==> config.mk <==
export PLATFORM = sky130hd
export DESIGN_NAME = spw_rx_char_decoder
export DESIGN_NICKNAME = d
export VERILOG_FILES = /design/src/rtl/spw_pkg.sv /design/src/rtl/spw_rx_char_decoder.sv
export SDC_FILE = /design/constraint.sdc
export NUM_CORES = 1
export LEC_CHECK = 0
export CAP_MARGIN = 15
export CORE_MARGIN = 2
export CORE_UTILIZATION = 44
export CTS_CLUSTER_SIZE = 40
export DETAILED_ROUTE_END_ITERATION = 10
export PLACE_DENSITY = 0.77
export SETUP_SLACK_MARGIN = 0.3
export SLEW_MARGIN = 20
export SYNTH_ARGS = -nofsm -noshare
export SYNTH_HDL_FRONTEND = slang
export SYNTH_SLANG_ARGS = --single-unit
==> constraint.sdc <==
create_clock -name pclk -period 4.4 [get_ports pclk]
set_input_delay 0.66 -clock pclk [delete_from_list [all_inputs] [get_ports pclk]]
set_output_delay 0.66 -clock pclk [all_outputs]
set_load 0.005 [all_outputs]
==> src/rtl/spw_pkg.sv <==
// Shared SpaceWire receive definitions: control codes, decoder states, NULL hunt pattern.
package spw_pkg;

  // Control character codes, packed as {C0, C1} in transmission order
  localparam logic [1:0] C_FCT = 2'b00;
  localparam logic [1:0] C_EOP = 2'b01;
  localparam logic [1:0] C_EEP = 2'b10;
  localparam logic [1:0] C_ESC = 2'b11;

  // One-hot decoder states
  localparam int unsigned ST_W = 6;
  localparam logic [ST_W-1:0] S_HUNT  = 6'b000001;
  localparam logic [ST_W-1:0] S_PAR   = 6'b000010;
  localparam logic [ST_W-1:0] S_FLAG  = 6'b000100;
  localparam logic [ST_W-1:0] S_CTRL  = 6'b001000;
  localparam logic [ST_W-1:0] S_DATA  = 6'b010000;
  localparam logic [ST_W-1:0] S_ERROR = 6'b100000;

  // Oldest-first: ESC body (1,1,1), FCT parity 0, FCT flag 1, FCT code 0,0
  localparam logic [6:0] NULL_PATTERN = 7'b1110100;

endpackage

==> src/rtl/spw_rx_char_decoder.sv <==
// SpaceWire receive character decoder: hunts for the first NULL, then frames
// characters, checks odd parity across character boundaries and reports
// FCT / N-Char / time-code events plus a sticky error to the link FSM.
//
// state | meaning
// HUNT  | shifting bits, waiting for the first NULL
// PAR   | next bit is the parity bit of a new character
// FLAG  | next bit is the data/control flag; parity checked here
// CTRL  | collecting the 2 control-code bits
// DATA  | collecting the 8 data bits, LSB first
// ERROR | parity or escape violation; held until a reset
module spw_rx_char_decoder
  import spw_pkg::*;
(
  input  logic       pclk,
  input  logic       resetn,
  input  logic       rx_resetn,
  input  logic       bit_in,
  input  logic       bit_valid,
  output logic       rx_got_bit,
  output logic       rx_got_null,
  output logic       rx_got_fct,
  output logic       rx_got_nchar,
  output logic [8:0] rx_data,
  output logic       rx_got_time_code,
  output logic [7:0] rx_time_code,
  output logic       rx_error
);

  logic [ST_W-1:0] r_state;
  logic [5:0]      r_hunt;   // last six bits seen while hunting, oldest at [5]
  logic [6:0]      r_body;   // body bits shifted in at [6], LSB-first data lands at [0]
  logic [3:0]      r_cnt;    // body bits still to receive, down-counter
  logic            r_par;    // parity bit of the character in flight
  logic            r_prev;   // XOR of the previous character's body bits
  logic            r_acc;    // running XOR of the current body bits
  logic            r_esc;    // ESC received, next character completes NULL or time code

  logic       w_clear;
  logic       w_last;
  logic [6:0] w_hunt_win;
  logic [1:0] w_code;
  logic [7:0] w_byte;

  assign w_clear    = !resetn || !rx_resetn;
  assign w_last     = (r_cnt == 4'd1);
  assign w_hunt_win = {r_hunt, bit_in};
  assign w_code     = {r_body[6], bit_in};
  assign w_byte     = {bit_in, r_body};

  // Character framing, parity check, decode and registered event outputs
  always_ff @(posedge pclk) begin
    if (w_clear) begin
      r_state          <= S_HUNT;
      r_hunt           <= '0;
      r_body           <= '0;
      r_cnt            <= '0;
      r_par            <= 1'b0;
      r_prev           <= 1'b0;
      r_acc            <= 1'b0;
      r_esc            <= 1'b0;
      rx_got_bit       <= 1'b0;
      rx_got_null      <= 1'b0;
      rx_got_fct       <= 1'b0;
      rx_got_nchar     <= 1'b0;
      rx_data          <= '0;
      rx_got_time_code <= 1'b0;
      rx_time_code     <= '0;
      rx_error         <= 1'b0;
    end else begin
      rx_got_bit       <= 1'b0;
      rx_got_fct       <= 1'b0;
      rx_got_nchar     <= 1'b0;
      rx_got_time_code <= 1'b0;
      if (bit_valid && (r_state != S_ERROR)) begin
        rx_got_bit <= 1'b1;
        case (r_state)
          S_HUNT: begin
            r_hunt <= w_hunt_win[5:0];
            if (w_hunt_win == NULL_PATTERN) begin
              // The NULL's FCT has code bits 0,0, so the next parity sees 0
              rx_got_null <= 1'b1;
              r_prev      <= 1'b0;
              r_esc       <= 1'b0;
              r_state     <= S_PAR;
            end
          end
          S_PAR: begin
            r_par   <= bit_in;
            r_state <= S_FLAG;
          end
          S_FLAG: begin
            if ((r_par ^ bit_in ^ r_prev) != 1'b1) begin
              r_state  <= S_ERROR;
              rx_error <= 1'b1;
            end else begin
              r_acc   <= 1'b0;
              r_cnt   <= bit_in ? 4'd2 : 4'd8;
              r_state <= bit_in ? S_CTRL : S_DATA;
            end
          end
          S_CTRL: begin
            r_body <= {bit_in, r_body[6:1]};
            r_acc  <= r_acc ^ bit_in;
            r_cnt  <= r_cnt - 4'd1;
            if (w_last) begin
              r_prev  <= r_acc ^ bit_in;
              r_state <= S_PAR;
              case (w_code)
                C_FCT: begin
                  if (r_esc) r_esc <= 1'b0;
                  else       rx_got_fct <= 1'b1;
                end
                C_EOP, C_EEP: begin
                  if (r_esc) begin
                    r_state  <= S_ERROR;
                    rx_error <= 1'b1;
                  end else begin
                    rx_got_nchar <= 1'b1;
                    rx_data      <= {1'b1, 7'b0, (w_code == C_EEP)};
                  end
                end
                C_ESC: begin
                  if (r_esc) begin
                    r_state  <= S_ERROR;
                    rx_error <= 1'b1;
                  end else begin
                    r_esc <= 1'b1;
                  end
                end
              endcase
            end
          end
          S_DATA: begin
            r_body <= {bit_in, r_body[6:1]};
            r_acc  <= r_acc ^ bit_in;
            r_cnt  <= r_cnt - 4'd1;
            if (w_last) begin
              r_prev  <= r_acc ^ bit_in;
              r_state <= S_PAR;
              if (r_esc) begin
                r_esc            <= 1'b0;
                rx_got_time_code <= 1'b1;
                rx_time_code     <= w_byte;
              end else begin
                rx_got_nchar <= 1'b1;
                rx_data      <= {1'b0, w_byte};
              end
            end
          end
          default: begin
            // Unreachable encodings fail safe into the error trap
            r_state  <= S_ERROR;
            rx_error <= 1'b1;
          end
        endcase
      end
    end
  end

endmodule
==> results of run 1 <==
[report_power, final]
group | leakage [nW] | switching [W] | total (W) | internal, W
clock | 0.0502 | 0.000167 | 0.000285 | 0.000118
combinational | 0.504 | 0.0000173 | 0.0000262 | 0.00000895
sequential | 0.403 | 0.000000382 | 0.000453 | 0.000453
total | 0.957 | 0.000184 | 0.000764 | 0.000580
[logic make-up (layout without fill, tap and decap cells)]
logic type      count (synthesis)  in the layout  synth area share [%]
simple gates                  103            103                 24.38
compound gates                 52             52                 14.89
flops                          50             50                 44.13
buf+inv                        20             42                 4.412
mux                            16             16                 7.060
fa+ha+maj                       6              6                 3.309
xor+xnor                        3              3                 1.820
[worst paths after layout]
kind | start | end | slack, ns | cells past startpoint
setup / recovery | bit_in | r_state[3]$_SDFFE_PP0P_ | 1.72 | 5
hold / removal | rx_error$_SDFFE_PP0P_ | rx_error$_SDFFE_PP0P_ | 0.45 | 2
setup reg to reg | r_cnt[0]$_SDFFE_PP0P_ | r_state[3]$_SDFFE_PP0P_ | 1.84 | 5
hold reg to reg | rx_error$_SDFFE_PP0P_ | rx_error$_SDFFE_PP0P_ | 0.45 | 2
[cells in the mapped netlist (3+ instances only)]
master	count	area share [%]
a21oi_1	25	5.5
buf_2	4	0.88
clkbuf_1	6	0.99
dfxtp_1	50	44
ha_1	6	3.3
inv_1	6	0.99
mux2i_1	16	7.1
nand2_1	21	3.5
nand3_1	17	3.8
nor2_1	33	5.5
nor2b_1	3	0.83
nor3_1	3	0.66
o2111ai_1	3	1.2
o21ai_0	6	1.3
[critical path, delay by kind of cell]
kind	cells	cell delay [ns]
simple gates	2	1.14
buf+inv	1	0.66
compound gates	2	0.44
[layout by cell type, fill, tap and decap left out, types with 2 or more instances in the layout]
cell type / netlist / final
inv_1: 6 / 6
nand2_1: 21 / 21
nand3_1: 17 / 17
or3_1: 2 / 2
ha_1: 6 / 6
a211oi_1: 2 / 2
o21ai_0: 6 / 6
mux2i_1: 16 / 16
nor3_1: 3 / 3
clkdlybuf4s50_1: 0 / 27
clkinv_4: 0 / 2
nor2_1: 33 / 33
nand4_1: 2 / 2
a31oi_1: 2 / 2
a21o_1: 2 / 2
or3_2: 2 / 2
o2111ai_1: 3 / 3
a21oi_1: 25 / 25
dfxtp_1: 50 / 50
a21oi_2: 2 / 2
clkbuf_8: 0 / 5
nand4b_1: 2 / 2
nor2b_1: 3 / 3
o32ai_1: 2 / 2
and2_1: 2 / 2
[flip-flops by register name, indices dropped and copies added (netlist names), 4 cells and up]
name and cells:
r_body 7, r_cnt 4, r_hunt 6, r_state 6
rx_data 9, rx_time_code 8
[area by class of cell]
| class | instances | area (um^2) | share of cell area [%] |
|---|---|---|---|
| timing repair buffer | 28 | 277.8 | 10.47 |
| clock inverter | 3 | 28.78 | 1.084 |
| multi-input combinational | 180 | 1167 | 43.99 |
| tap | 70 | 87.58 | 3.300 |
| clock buffer | 5 | 68.82 | 2.593 |
| inverter | 6 | 22.52 | 0.8487 |
| sequential | 50 | 1001 | 37.72 |
[per-stage QoR]
stage / area [um^2] / utilization (%) / setup slack [ns] / hold WS, ns
after floorplan: 2268 / - / 2.326 / 0.4409
after global placement: 2556 / 50.69 / 1.521 / 0.4348
after detailed placement: 2556 / 50.69 / 1.432 / 0.4407
after CTS: 2654 / 52.63 / 1.758 / 0.4552
after global routing: 2654 / 52.63 / 1.622 / 0.4835
final: 2654 / 52.63 / 1.718 / 0.4482
[routing by layer]
layer  track usage, %  up-vias  part of all wire (%)
met5                0        -                     0
met4            5.848        0                   1.4
met3            3.968        6                   4.2
met2            26.92       34                    46
met1            25.08      876                    48
li1                 -      933                     -
==> flow_summary.yaml, run 1 <==
outcome:
  outcome: "finished clean"
placement:
  numPortBuffers: 27
  dp_cells: 334
  globalplace.congestion: 0.8734
  hpwl_um: 3268
floorplanning:
  core-area_um2: 5042
  die_w_um: 75.80
  rows: 26
  die_area_um2: 5746
  initial_utilization_pct: 44.99
  num_io_pins: 28
  die_h_um: 75.80
timing:
  tightest_slew_ns: 1.053
  period_share_pct: 60.95
  skew_ns: 0.01214
  fmax_mhz: 372.9
  fin_tns_setup_ns: 0
  final_max_slew_viol_count: 0
  rsz0062_at_grt: "false"
  period_needed_ns: 2.682
  hold_viol: 0
  timing.slew.headroom_pct: 29.66
  setup_viol: 0
layout:
  nets: 282
  drive_above_1_share_pct: 8.456
  antennaDiodeCount: 0
  fin_cells: 342
  synthToLayoutAreaGrowth_pct: 16.99
  nFillCells: 460
clock_tree:
  cts_buffer_depth: 2
  cts_setup_buffers: 0
  clk_pin_slew_worst_paths_ns: 0.09
  holdBufCountCts: 0
  insertion_delay_ns: 0.31
  root_buffer: "clkbuf_8"
  clock-sinks: 50
  cts_tree: "built"
  cts_resized: 0
  cts_inserted_buffers: 5
  htree_levels: 2
logic_synthesis:
  avgSynthCellArea_um2: 9.074
  synth_ff_type: "dfxtp_1"
  ys_seq_area_share_pct: 44.13
  synth_edf_count: 0
  yosysWarnings: 0
  synth_cell_types: 54
  syn-cell-area_um2: 2268
  syn-num-nets: 261
  ys_seq_elements: 50
  synthCells: 250
  async_flop_share_pct: 0
drt:
  routed_wl_um: 4719
  wl_per_cell_um: 13.80
  dr.first_iter.drc_count: 162
  antenna_left: 0
  drcViolationCount: 0
  first_pass_iters: 4
  vias: 1849
  vias_per_cell: 5.406
critical_path:
  crit_arrival_ns: 2.90
  end_kind: "register"
  cp_slowest_stage_delay_ns: 0.69
  slowest_stage: "or4_2"
  worstPathRequired_ns: 4.62
  crit_fanout: 12
  critPathLaunchType: "input port"
  crit_type: "in2reg"
  crit_chain: "clkdlybuf4s50_1, nor4b_2, o221ai_2, or4_2, a21oi_1"
pwr:
  power.total_w: 0.0007641
  p_leak_nw: 0.9565
  peakVddDrop_mv: 0.2176
  p_per_area_nw_per_um2: 287.9
run:
  drv_cap: 0
global_route:
  antenna_found_initial: 0
  grt_start_max_net_pins: 31
  grt_pass1_wl_um: 7769
  grt_overflow: 0
  first_global_vias: 1604
  grt_use_total_pct: 17.78
worst_hold_path:
  hp-class: "reg2reg"
No activity file was read; power rests on OpenSTA's default activity.
==> run 2, diff against run 1 <==
--- a/config.mk
+++ b/config.mk
@@ -10,7 +10,7 @@
 export CORE_UTILIZATION = 44
 export CTS_CLUSTER_SIZE = 40
 export DETAILED_ROUTE_END_ITERATION = 10
-export PLACE_DENSITY = 0.77
+export PLACE_DENSITY = 0.79
 export SETUP_SLACK_MARGIN = 0.3
 export SLEW_MARGIN = 20
 export SYNTH_ARGS = -nofsm -noshare
==> constraint.sdc (replaced) <==
create_clock -name pclk -period 2.4 [get_ports pclk]
set_input_delay 0.36 -clock pclk [delete_from_list [all_inputs] [get_ports pclk]]
set_output_delay 0.36 -clock pclk [all_outputs]
set_load 0.005 [all_outputs]
==> flow_summary.yaml, run 2 (synthesis gave the netlist of run 1 again) <==
outcome:
  outcome: "finished clean"
floorplanning:
  initial_utilization_pct: 44.99
  num_io_pins: 28
  die_w_um: 75.80
  die_area_um2: 5746
  core-area_um2: 5042
  die_h_um: 75.80
  rows: 26
critical_path:
  critPathLaunchType: "register"
  cp_top_family: "simple AND/OR/NAND/NOR gates"
  r2r_start: "r_state[2]$_SDFFE_PP0P_"
  cp_slowest_stage_delay_ns: 0.54
  crit_fanout: 9
  worstPathRequired_ns: 2.61
  crit_chain: "or4_4, or3_4, o221ai_4, buf_4, o2111ai_1, o41ai_1"
  crit_type: "reg2reg"
  end_kind: "register"
  ff2ff_path_depth: 6
  r2r_end: "r_esc$_SDFFE_PP0P_"
  crit_arrival_ns: 2.21
  worst-path-buf-inv: 1
  cp_num_cells: 6
  r2r_slack_ns: 0.39
  slowest_stage: "or4_4"
layout:
  top_regs: "rx_data x9, rx_time_code x8, r_body x7"
  fin_cells: 357
  nets: 297
  antennaDiodeCount: 0
  synthToLayoutAreaGrowth_pct: 23.83
  nFillCells: 452
  drive_above_1_share_pct: 14.29
  layout_commonest_cell: "dfxtp_1"
  regMostFlops: "rx_data"
  largest_register_ffs: 9
  layout_common_cells: "dfxtp_1 (48), nor2_1 (33), clkdlybuf4s50_1 (26)"
worst_hold_path:
  holdPathStages: 2
  hp-start: "rx_error$_SDFFE_PP0P_"
  holdPathEnd: "rx_error$_SDFFE_PP0P_"
  hp-class: "reg2reg"
placement:
  globalplace.congestion: 0.8240
  dp_cells: 348
  hpwl_um: 3475
  numPortBuffers: 27
timing:
  fin_tns_setup_ns: 0
  hold_viol: 0
  tightest_slew_ns: 0.4948
  setup_viol: 0
  rsz0062_at_grt: "false"
  timing.slew.headroom_pct: 66.66
  period_share_pct: 83.56
  final_max_slew_viol_count: 0
  period_needed_ns: 2.005
  fmax_mhz: 498.6
  skew_ns: 0.007897
clock_tree:
  clk_pin_slew_worst_paths_ns: 0.09
  cts_buffer_depth: 2
  clock-sinks: 50
  holdBufCountCts: 0
  root_buffer: "clkbuf_8"
  cts_inserted_buffers: 5
  cts_setup_buffers: 0
  htree_levels: 2
  cts_tree: "built"
  insertion_delay_ns: 0.30
global_route:
  grt_use_total_pct: 18.40
  first_global_vias: 1688
  grt_overflow: 0
  grt_start_max_net_pins: 30
  grt_pass1_wl_um: 8031
  antenna_found_initial: 0
drt:
  drcViolationCount: 0
  dr.first_iter.drc_count: 121
  routed_wl_um: 4919
  vias_per_cell: 5.350
  vias: 1910
  antenna_left: 0
  wl_per_cell_um: 13.78
  first_pass_iters: 4
pwr:
  p_leak_nw: 1.047
  peakVddDrop_mv: 0.4558
  p_per_area_nw_per_um2: 525.5
run:
  drv_cap: 0
## run 2: changes by cell type in the layout (fill, tap and decap cells not counted), sizes merged
cell,before,now
buf,1,15
bufinv,0,1
clkdlybuf4s50,27,26
clkinv,2,1
dlymetal6s2s,0,1
o2111a,1,2
## run 2: worst max path at each step
stage	start	to	slack [ns]
after floorplan	r_state[2]$_SDFFE_PP0P_	r_state[1]$_SDFFE_PP0P_	0.45
after global placement	bit_in	r_state[3]$_SDFFE_PP0P_	0.04
after detailed placement	bit_in	rx_data[8]$_SDFFE_PP0P_	0.007
after CTS	bit_in	r_state[3]$_SDFFE_PP0P_	0.33
after global routing	r_state[1]$_SDFFE_PP0P_	r_esc$_SDFFE_PP0P_	0.31
final	r_state[2]$_SDFFE_PP0P_	r_esc$_SDFFE_PP0P_	0.39
## run 2: worst register-to-register path, cell delays in order (launching register included)
cell,delay [ns]
dfxtp_2,0.38
or4_4,0.54
or3_4,0.38
o221ai_4,0.24
buf_4,0.17
o2111ai_1,0.12
o41ai_1,0.08
## run 2: layout make-up
type / count / area, um^2 / share of cell area, %
Tap cell: 70 / 87.58 / 3.118
Timing Repair Buffer: 42 / 389.1 / 13.85
Clock inverter: 3 / 43.79 / 1.559
Sequential cell: 50 / 1003 / 35.72
Clock buffer: 5 / 68.82 / 2.450
Multi-Input combinational cell: 181 / 1194 / 42.49
Inverter: 6 / 22.52 / 0.8018
## run 2: stage by stage
stage	hold WS [ns]	area, um^2	setup slack [ns]	total power (W)	utilization [%]
floorplan	0.4409	2268	0.4548	0.0008821	-
global placement	0.4430	2661	0.04406	0.0009047	52.78
detailed placement	0.4372	2661	0.007075	0.0009056	52.78
CTS	0.4506	2775	0.3262	0.001489	55.04
global route	0.4850	2809	0.3094	0.001529	55.71
finish	0.4479	2809	0.3945	0.001476	55.71
## run 2: repair_timing
| item | CTS | global route |
|---|---|---|
| pin swaps | 0 | 1 |
| gates resized for setup | 1 | 6 |
| setup endpoints to repair | 1 | 17 |
| cloned | 0 | 1 |
## run 2: routing by layer
metal | up-vias | share of wire (%) | GRT usage [%]
met1 | 895 | 48 | 26.13
met4 | 0 | 1.4 | 6.823
met2 | 43 | 46 | 27.01
li1 | 965 | - | -
met3 | 7 | 4.8 | 4.497
met5 | - | 0 | 0
## run 2: report_power, final
group	internal (W)	switching, W	leakage [nW]
Clock	0.000312	0.000276	0.0585
Combinational	0.0000217	0.0000347	0.585
Sequential	0.000830	0.000000790	0.404
